==> src/rtl/keypad_fifo_reader.sv <==
// Keypad front end: debounces the scanner's key code, queues press events in a
// 4-entry FIFO and exposes data/status registers to a CPU read port.
module keypad_fifo_reader #(
   parameter int unsigned DEBOUNCE_CYCLES = 16,
   parameter int unsigned FIFO_DEPTH      = 4
) (
   input  logic        clk,
   input  logic        rst_n,
   input  logic [7:0]  key_code,
   input  logic        rd_en,
   input  logic        addr,
   output logic [31:0] rd_data,
   output logic        irq
);

   localparam int unsigned CODE_W  = 8;
   localparam int unsigned CNT_W   = 8;
   localparam int unsigned PTR_W   = 2;
   localparam int unsigned COUNT_W = 3;
   localparam int unsigned DATA_W  = 32;
   localparam int unsigned ENTRIES = 4;

   localparam logic [CNT_W-1:0]   CNT_MAX = CNT_W'(DEBOUNCE_CYCLES - 1);
   localparam logic [COUNT_W-1:0] DEPTH_C = COUNT_W'(FIFO_DEPTH);

   logic [CODE_W-1:0]  r_cand;
   logic [CNT_W-1:0]   r_cnt;
   logic [CODE_W-1:0]  r_stable;

   logic [CODE_W-1:0]  r_mem [ENTRIES];
   logic [PTR_W-1:0]   r_wr_ptr;
   logic [PTR_W-1:0]   r_rd_ptr;
   logic [COUNT_W-1:0] r_count;
   logic               r_ovf;
   logic [DATA_W-1:0]  r_rd_data;

   logic               w_match;
   logic               w_load;
   logic               w_press;
   logic               w_empty;
   logic               w_full;
   logic               w_pop;
   logic               w_push;
   logic               w_drop;
   logic               w_status_rd;
   logic [DATA_W-1:0]  w_status;
   logic [DATA_W-1:0]  w_head;

   // Debounce decode: stable code updates once the candidate has been seen long enough
   always_comb begin
      w_match = (key_code == r_cand);
      w_load  = w_match && (r_cnt == CNT_MAX) && (r_cand != r_stable);
      w_press = w_load && (r_cand != '0);
   end

   // FIFO control: a pop in the same cycle frees a slot for a push into a full FIFO
   always_comb begin
      w_empty     = (r_count == '0);
      w_full      = (r_count == DEPTH_C);
      w_pop       = rd_en && !addr && !w_empty;
      w_push      = w_press && (!w_full || w_pop);
      w_drop      = w_press && w_full && !w_pop;
      w_status_rd = rd_en && addr;
      w_status    = {26'b0, r_count, r_ovf, w_full, w_empty};
      w_head      = {24'b0, r_mem[r_rd_ptr]};
   end

   always_ff @(posedge clk) begin
      if (!rst_n) begin
         r_cand   <= '0;
         r_cnt    <= '0;
         r_stable <= '0;
      end else if (!w_match) begin
         r_cand <= key_code;
         r_cnt  <= '0;
      end else if (r_cnt < CNT_MAX) begin
         r_cnt <= r_cnt + CNT_W'(1);
      end else if (w_load) begin
         r_stable <= r_cand;
      end
   end

   always_ff @(posedge clk) begin
      if (!rst_n) begin
         for (int i = 0; i < int'(ENTRIES); i++) r_mem[i] <= '0;
         r_wr_ptr <= '0;
         r_rd_ptr <= '0;
         r_count  <= '0;
      end else begin
         if (w_push) begin
            r_mem[r_wr_ptr] <= r_cand;
            r_wr_ptr        <= r_wr_ptr + PTR_W'(1);
         end
         if (w_pop) r_rd_ptr <= r_rd_ptr + PTR_W'(1);
         case ({w_push, w_pop})
            2'b10:   r_count <= r_count + COUNT_W'(1);
            2'b01:   r_count <= r_count - COUNT_W'(1);
            default: r_count <= r_count;
         endcase
      end
   end

   // Overflow is sticky; a new drop wins over a clearing status read
   always_ff @(posedge clk) begin
      if (!rst_n)           r_ovf <= 1'b0;
      else if (w_drop)      r_ovf <= 1'b1;
      else if (w_status_rd) r_ovf <= 1'b0;
   end

   always_ff @(posedge clk) begin
      if (!rst_n)           r_rd_data <= '0;
      else if (w_status_rd) r_rd_data <= w_status;
      else if (rd_en)       r_rd_data <= w_empty ? '0 : w_head;
   end

   assign rd_data = r_rd_data;
   assign irq     = !w_empty;

endmodule

==> config.mk <==
export PLATFORM = sky130hd
export DESIGN_NAME = keypad_fifo_reader
export DESIGN_NICKNAME = d
export VERILOG_FILES = /design/src/rtl/keypad_fifo_reader.sv
export SDC_FILE = /design/constraint.sdc
export NUM_CORES = 1
export LEC_CHECK = 0
export ABC_CLOCK_PERIOD_IN_PS = 3400
export BUFFER_PORTS_ARGS = -buffer_cell sky130_fd_sc_hd__buf_4
export CAP_MARGIN = 20
export CORE_MARGIN = 2
export CORE_UTILIZATION = 50
export CTS_CLUSTER_DIAMETER = 80
export DETAILED_ROUTE_END_ITERATION = 10
export GPL_TIMING_DRIVEN = 0
export PLACE_DENSITY = 0.76
export SLEW_MARGIN = 5
export SYNTH_ARGS = -nofsm -noshare
export SYNTH_HDL_FRONTEND = slang
export SYNTH_SLANG_ARGS = --single-unit
==> constraint.sdc <==
create_clock -name clk -period 3.4 [get_ports clk]
set_input_delay 0.17 -clock clk [delete_from_list [all_inputs] [get_ports clk]]
set_output_delay 0.17 -clock clk [all_outputs]
set_load 0.01 [all_outputs]
# [Word level (Yosys, flattened, before mapping)]
# Memories as Yosys holds them, arrays and structs flattened. A register that Yosys moved wholly into a read port is not among the register bits.
# Cells that the tools add are included.
[word_totals] romBits=0 input_bits=12 ramBits=32 memories=1 ff_bits=40 latchBits=0
[mem_list] name="r_mem" words=4 width=8 rd=1 rd_ports_with_merged_regs=1 write_ports=4 line_no="30" rtl="logic [CODE_W-1:0] r_mem [ENTRIES];"
[classes] n_addsub=5 eq_ne=6 n_div=0 n_reduce_logical=23 n_shift=0 magnitude_cmp=1 mul=0 n_bitwise=2 n_mux=15
[op_table] operator="2-to-1 mux 8 bit" count=2
[op_table] operator="2-to-1 mux 6 bit" count=2
[op_table] operator="logical AND 1 bit" count=9
[op_table] operator="adder 8 x 1 -> 8 bit, second input constant" count=1
[op_table] operator="equality test 8 x 4 -> 1 bit, second input constant" count=1
[op_table] operator="equality test 8 bit" count=1
[op_table] operator="less-than comparator 8 x 4 -> 1 bit, second input constant" count=1
[op_table] operator="!= test 8 bit" count=1
[op_table] operator="nonzero test 8 bit" count=1
[op_table] operator="OR reduction 8 bit" count=1
[op_table] operator="2-to-1 mux 1 bit" count=7
[op_table] operator="2-to-1 mux 2 bit" count=3
[op_table] operator="one-hot mux 3 bit (2 select lines)" count=1
[op_table] operator="nonzero test 2 bit" count=3
[op_table] operator="adder 2 x 1 -> 2 bit, second input constant" count=2
[op_table] operator="zero test 1 bit" count=4
[op_table] operator="adder 3 x 1 -> 3 bit, second input constant" count=1
[op_table] operator="equality test 3 bit, second input constant" count=1
[op_table] operator="zero test 3 bit" count=1
[op_table] operator="AND reduction 3 bit" count=1
[op_table] operator="subtractor 3 x 1 -> 3 bit, second input constant" count=1
[op_table] operator="equality test 2 x 1 -> 1 bit, second input constant" count=1
[op_table] operator="equality test 2 bit, second input constant" count=1
[op_table] operator="inverter 1 bit" count=2
[op_table] operator="other kinds (3)" count=3

# [Depth between registers and ports, before layout]
[depth] word_depth=10 mapped_depth=12 ltp_nobuf=10

# [Least setup slack after synthesis]
# Ideal clock, no wire load.
[synth_path] path_kind="reg-to-reg" start="reg r_cand[4]" end="reg r_count[2]" setup_time_ns=0.072 t_arrival_ns=2.313 n_path_buf=2 stages_incl_launch_ff=13 required_time_ns=3.328 path_slack_ns=1.016 cell_sequence="dfxtp_1 > clkbuf_1 > xor2_1 > nor4_2 > and2_1 > buf_4 > nand3_1 > ha_1 > inv_1 > fa_1 > xor2_1 > or3_1 > a21oi_1"
[synth_between] elab_chain_len=7
[synth_rtl] item="from (decl)" line_no="26" rtl="logic [CODE_W-1:0] r_cand;"
[synth_rtl] item="from (signal assigned)" line_no="74" rtl="r_cand <= key_code;"
[synth_rtl] item="equality test 8 bit" line_no="51" rtl="w_match = (key_code == r_cand);"
[synth_rtl] item="logical AND 1 bit (2 in series)" line_no="52" rtl="w_load = w_match && (r_cnt == CNT_MAX) && (r_cand != r_stable);"
[synth_rtl] item="logical AND 1 bit *" line_no="53" rtl="w_press = w_load && (r_cand != '0);"
[synth_rtl] item="logical AND 1 bit *" line_no="61" rtl="w_push = w_press && (!w_full || w_pop);"
[synth_rtl] item="equality test 2 x 1 -> 1 bit or equality test 2 bit (tied branches)" line_no="95" rtl="case ({w_push, w_pop})"
[synth_rtl] item="one-hot mux 3 bit (2 select lines) or nonzero test 2 bit (tied branches)"
[synth_rtl] item="to (signal assigned)" line_no="96" rtl="2'b10: r_count <= r_count + COUNT_W'(1);"
[synth_rtl] item="to (signal assigned)" line_no="97" rtl="2'b01: r_count <= r_count - COUNT_W'(1);"
[synth_rtl] item="to (signal assigned)" line_no="98" rtl="default: r_count <= r_count;"
[synth_rtl] item="to (decl)" line_no="33" rtl="logic [COUNT_W-1:0] r_count;"
# Mark *: on every way between the ends. The rest lies on a longest branch, timed or not.
# A chain may end at the register's enable or synchronous reset.

==> results summary <==
The cell count after synthesis came out at 319. The number of hold buffers added after cts is 0. STA classifies the critical path startpoint as a register. Across the routed clock network, the largest skew measured is about 0.012 ns. The critical path in this run is classified as register to register. The worst setup path is captured at a register. The via count came out at 2333. The end of the worst hold path is r_cand[6].

Counting flops and latches in the post-synthesis netlist gives 74. Clock tree synthesis found a total of 74 sinks. The average detailed-routed wire length per instance is around 15 um. The number of antenna-violating nets in the routed design is 0. In the finished design, the share of the clock period the worst path needs comes to 0.9155.

Dividing total power by cell area gives a power density of 436.5 mW/mm2. The number of top-level pins is 45. The final setup violation count came out at 0.

The relative slew slack came out at 0.3669. The data arrival time of the critical path came out at about 3.2 ns. The final cell area excluding filler cells is 0.004013 mm2.

In this run the critical register-to-register path is captured at r_mem[2][4]. The post-CTS clock slew at the launch and capture registers of the worst setup and hold paths came out at approximately 0.08 ns. The initial core utilization came out at 0.5163. The min-delay analysis places its worst path in the category input pin to register.

The transition time at the pin with the least slew margin is 0.9440 ns. On the worst path, the slowest cell contributes a delay of ~0.8 ns. The critical path's slowest cell is o31ai_1. The static leakage came out at roughly 1.7 nW.

In this run the number of H-tree levels came out at 3. The congestion estimate from routability-driven global placement came to about 0.83. The detailed-placement wirelength estimate is between 4000 and 5000 um. The post-route worst hold slack came out at approximately 0.035 ns. The required time of the worst setup path came out at ~3.5 ns.

The Yosys warning count came out at 0. The placeable core area is ~0.0068 mm2. 0 antenna diodes ended up in the layout. The number of rows created at floorplan is 30. Setup repair after global routing left no endpoint under its margin. The kind of cell with the highest combined delay along the critical path is buffers and inverters. Global routing finished with a remaining overflow of 0. The dominant synthesized flop cell is dfxtp_1. The async set or reset register ratio after synthesis is 0. Measured along the y axis, the die boundary spans ~88 um.

For this block, the initial DRC count from the detailed router was 160. The synthesized area came out at 0.003488 mm2. The layout overhead on the synthesized area came out at 15.03%.

The later-pin clock latency in the skew report is 0.35 ns. After detailed routing, the number of vias per cell comes to about 5. In this run the critical register-to-register path is launched from r_cand[4]. Across the run, the number of max-cap violations was 0. The final hold violation count came out at 0. In this run the tool buffered the top-level ports with 18 buffer cells.

The standard cell area after detailed placement is around 0.0038 mm2. The maximum clock frequency came out at 321.3 MHz. In the final layout, the share of cells above drive strength 1 is 0.2202. The first-pass iteration count of the detailed router came out at 4.

The number of distinct library cells after synthesis is 41. The clock tree root driver cell is clkbuf_8. The width of the chip is around 88 um.

The maximum net fanout on the critical path came out at 8. Traced cell by cell, the critical path runs through clkbuf_1 -> xor2_1 -> nor4_2 -> and2_1 -> buf_4 -> nand3_1 -> o31ai_1 -> buf_2. The number of global-route vias before repair came out at approximately 2200. Across the VDD grid, the largest voltage drop is 0.3684 mV. The maximum number of pins on one net before global-route repair came out at 14. Counting both buffers and inverters, the worst setup path holds a total of 3. The detailed-route DRC error count came out at 0.

The depth of the worst hold-timing path is 2. The TritonCTS buffer count came out at 9. The max-slew violation total from the final report is 0. The final layout net count came out at about 390. The number of antenna violations at the first check in global routing is 0. The run finished with clean final reports. The die covers 0.007661 mm2. The global-route wire length before repair is between 10000 and 15000 um.

The mean instance size in the synthesized netlist came out at approximately 11 um2. The setup TNS is 0 ns. The time the worst path needs with I/O delays and setup is just over 3 ns.

In the global route stage, overall resource usage came out at 0.1930. The setup slack on the worst flop-to-flop path is 0.29 ns. The fraction of the yosys area taken by sequential cells is 0.5165.

The routed design has 6791 um of wire. TritonCTS built the clock tree. The worst hold path begins at key_code[6]. The total of cells resized after clock tree synthesis is 0. The buffer depth of the longest clock path came out at 2.

The library cell used most frequently in the layout, excluding fill and tap cells, is buf_4. Counting cells, the worst reg-to-reg path comes to 8. The library cells used most frequently in the layout, excluding fill and tap cells, are buf_4 (45), dfxtp_1 (42), nor2_1 (34). The number of buffers inserted by post-CTS setup repair is 0. Yosys mapped a number of flops with a built-in enable equal to 32.
==> worst max path at each step <==
stage                   start           to  cells past startpoint
finish              r_cand[4]  r_mem[2][4]                      8
global route        r_cand[4]  r_mem[2][7]                      8
CTS                 r_cand[4]  r_mem[2][4]                      8
detailed placement  r_cand[4]  r_mem[2][6]                      8
global placement    r_cand[4]  r_mem[3][6]                      7
floorplan           r_cand[4]   r_count[2]                     12
==> synthesized netlist by cell type (3+ instances only) <==
master    number  area share
buf_6          3      0.0097
dfxtp_1       42        0.24
o21ai_0        4      0.0057
nand4_1        3      0.0054
inv_1          6      0.0065
mux4_2         8       0.052
nor2_1        34       0.037
and4_1         9       0.023
xor2_1        12       0.030
xnor2_1       10       0.025
o31ai_1        3      0.0065
edfxtp_1      32        0.28
and3_1        20       0.036
clkbuf_1      11       0.012
mux2i_1        8       0.023
buf_2          6      0.0086
nand2_1       12       0.013
buf_4         27       0.058
a21oi_1       19       0.027
nand3_1        7       0.010
and2_1        17       0.030
==> worst reg2reg max path, delay by kind of cell (launching register included) <==
kind            cells  cell delay (ns)
compound gates      1             0.80
buf+inv             3             0.79
simple gates        3             0.78
flops               1             0.31
xor+xnor            1             0.15
==> metrics by stage <==
step | cells | worst slack (ns) | util | power (W)
6_report | 457 | 0.2874 | 0.5939 | 0.001751
5_1_grt | 457 | 0.09301 | 0.5939 | 0.001814
4_1_cts | 457 | 0.2579 | 0.5939 | 0.001767
3_5_place_dp | 441 | 0.2854 | 0.5654 | 0.001103
3_3_place_gp | 440 | 0.2171 | 0.5639 | 0.001098
2_1_floorplan | 342 | 1.016 | - | 0.001064
==> registers in the layout (all words and copies together), names as in the netlist, named ones only <==
name      flops
r_count       3
r_rd_ptr      2
r_mem        32
r_ovf         1
r_wr_ptr      2
r_cnt         8
r_cand        8
r_stable      8
rd_data       8
==> power by group <==
group,internal (W),switching (W),total (W)
sequential,0.000944,0.00000609,0.000950
clock,0.000340,0.000328,0.000669
combinational,0.0000574,0.0000753,0.000133
total,0.00134,0.000409,0.00175
==> per-layer routing <==
layer,up-vias,wire length (um),track usage
li1,1178,-,-
met1,1075,2858,0.2372
met2,64,3378,0.3134
met3,16,398,0.06256
met4,0,156,0.08252
met5,-,0,0
==> cell families after synthesis <==
family          after synthesis  share of synthesized area
other cells                   1                   0.001075
fa+ha+maj                     3                    0.01291
flops                        74                     0.5165
mux                          16                    0.07461
compound gates               31                    0.05094
xor+xnor                     22                    0.05524
simple gates                118                     0.1930
buf+inv                      54                    0.09576
==> area by class of cell <==
cell class / instances / area, um2
multi-input combinational: 214 / 1444
timing repair buffer: 19 / 140.1
buffer: 47 / 307.8
clock inverter: 6 / 65.06
tap: 80 / 100.1
sequential: 74 / 1802
fill: 588 / 2744
inverter: 7 / 26.28
clock buffer: 10 / 127.6
(Power assumes the default switching activity.)
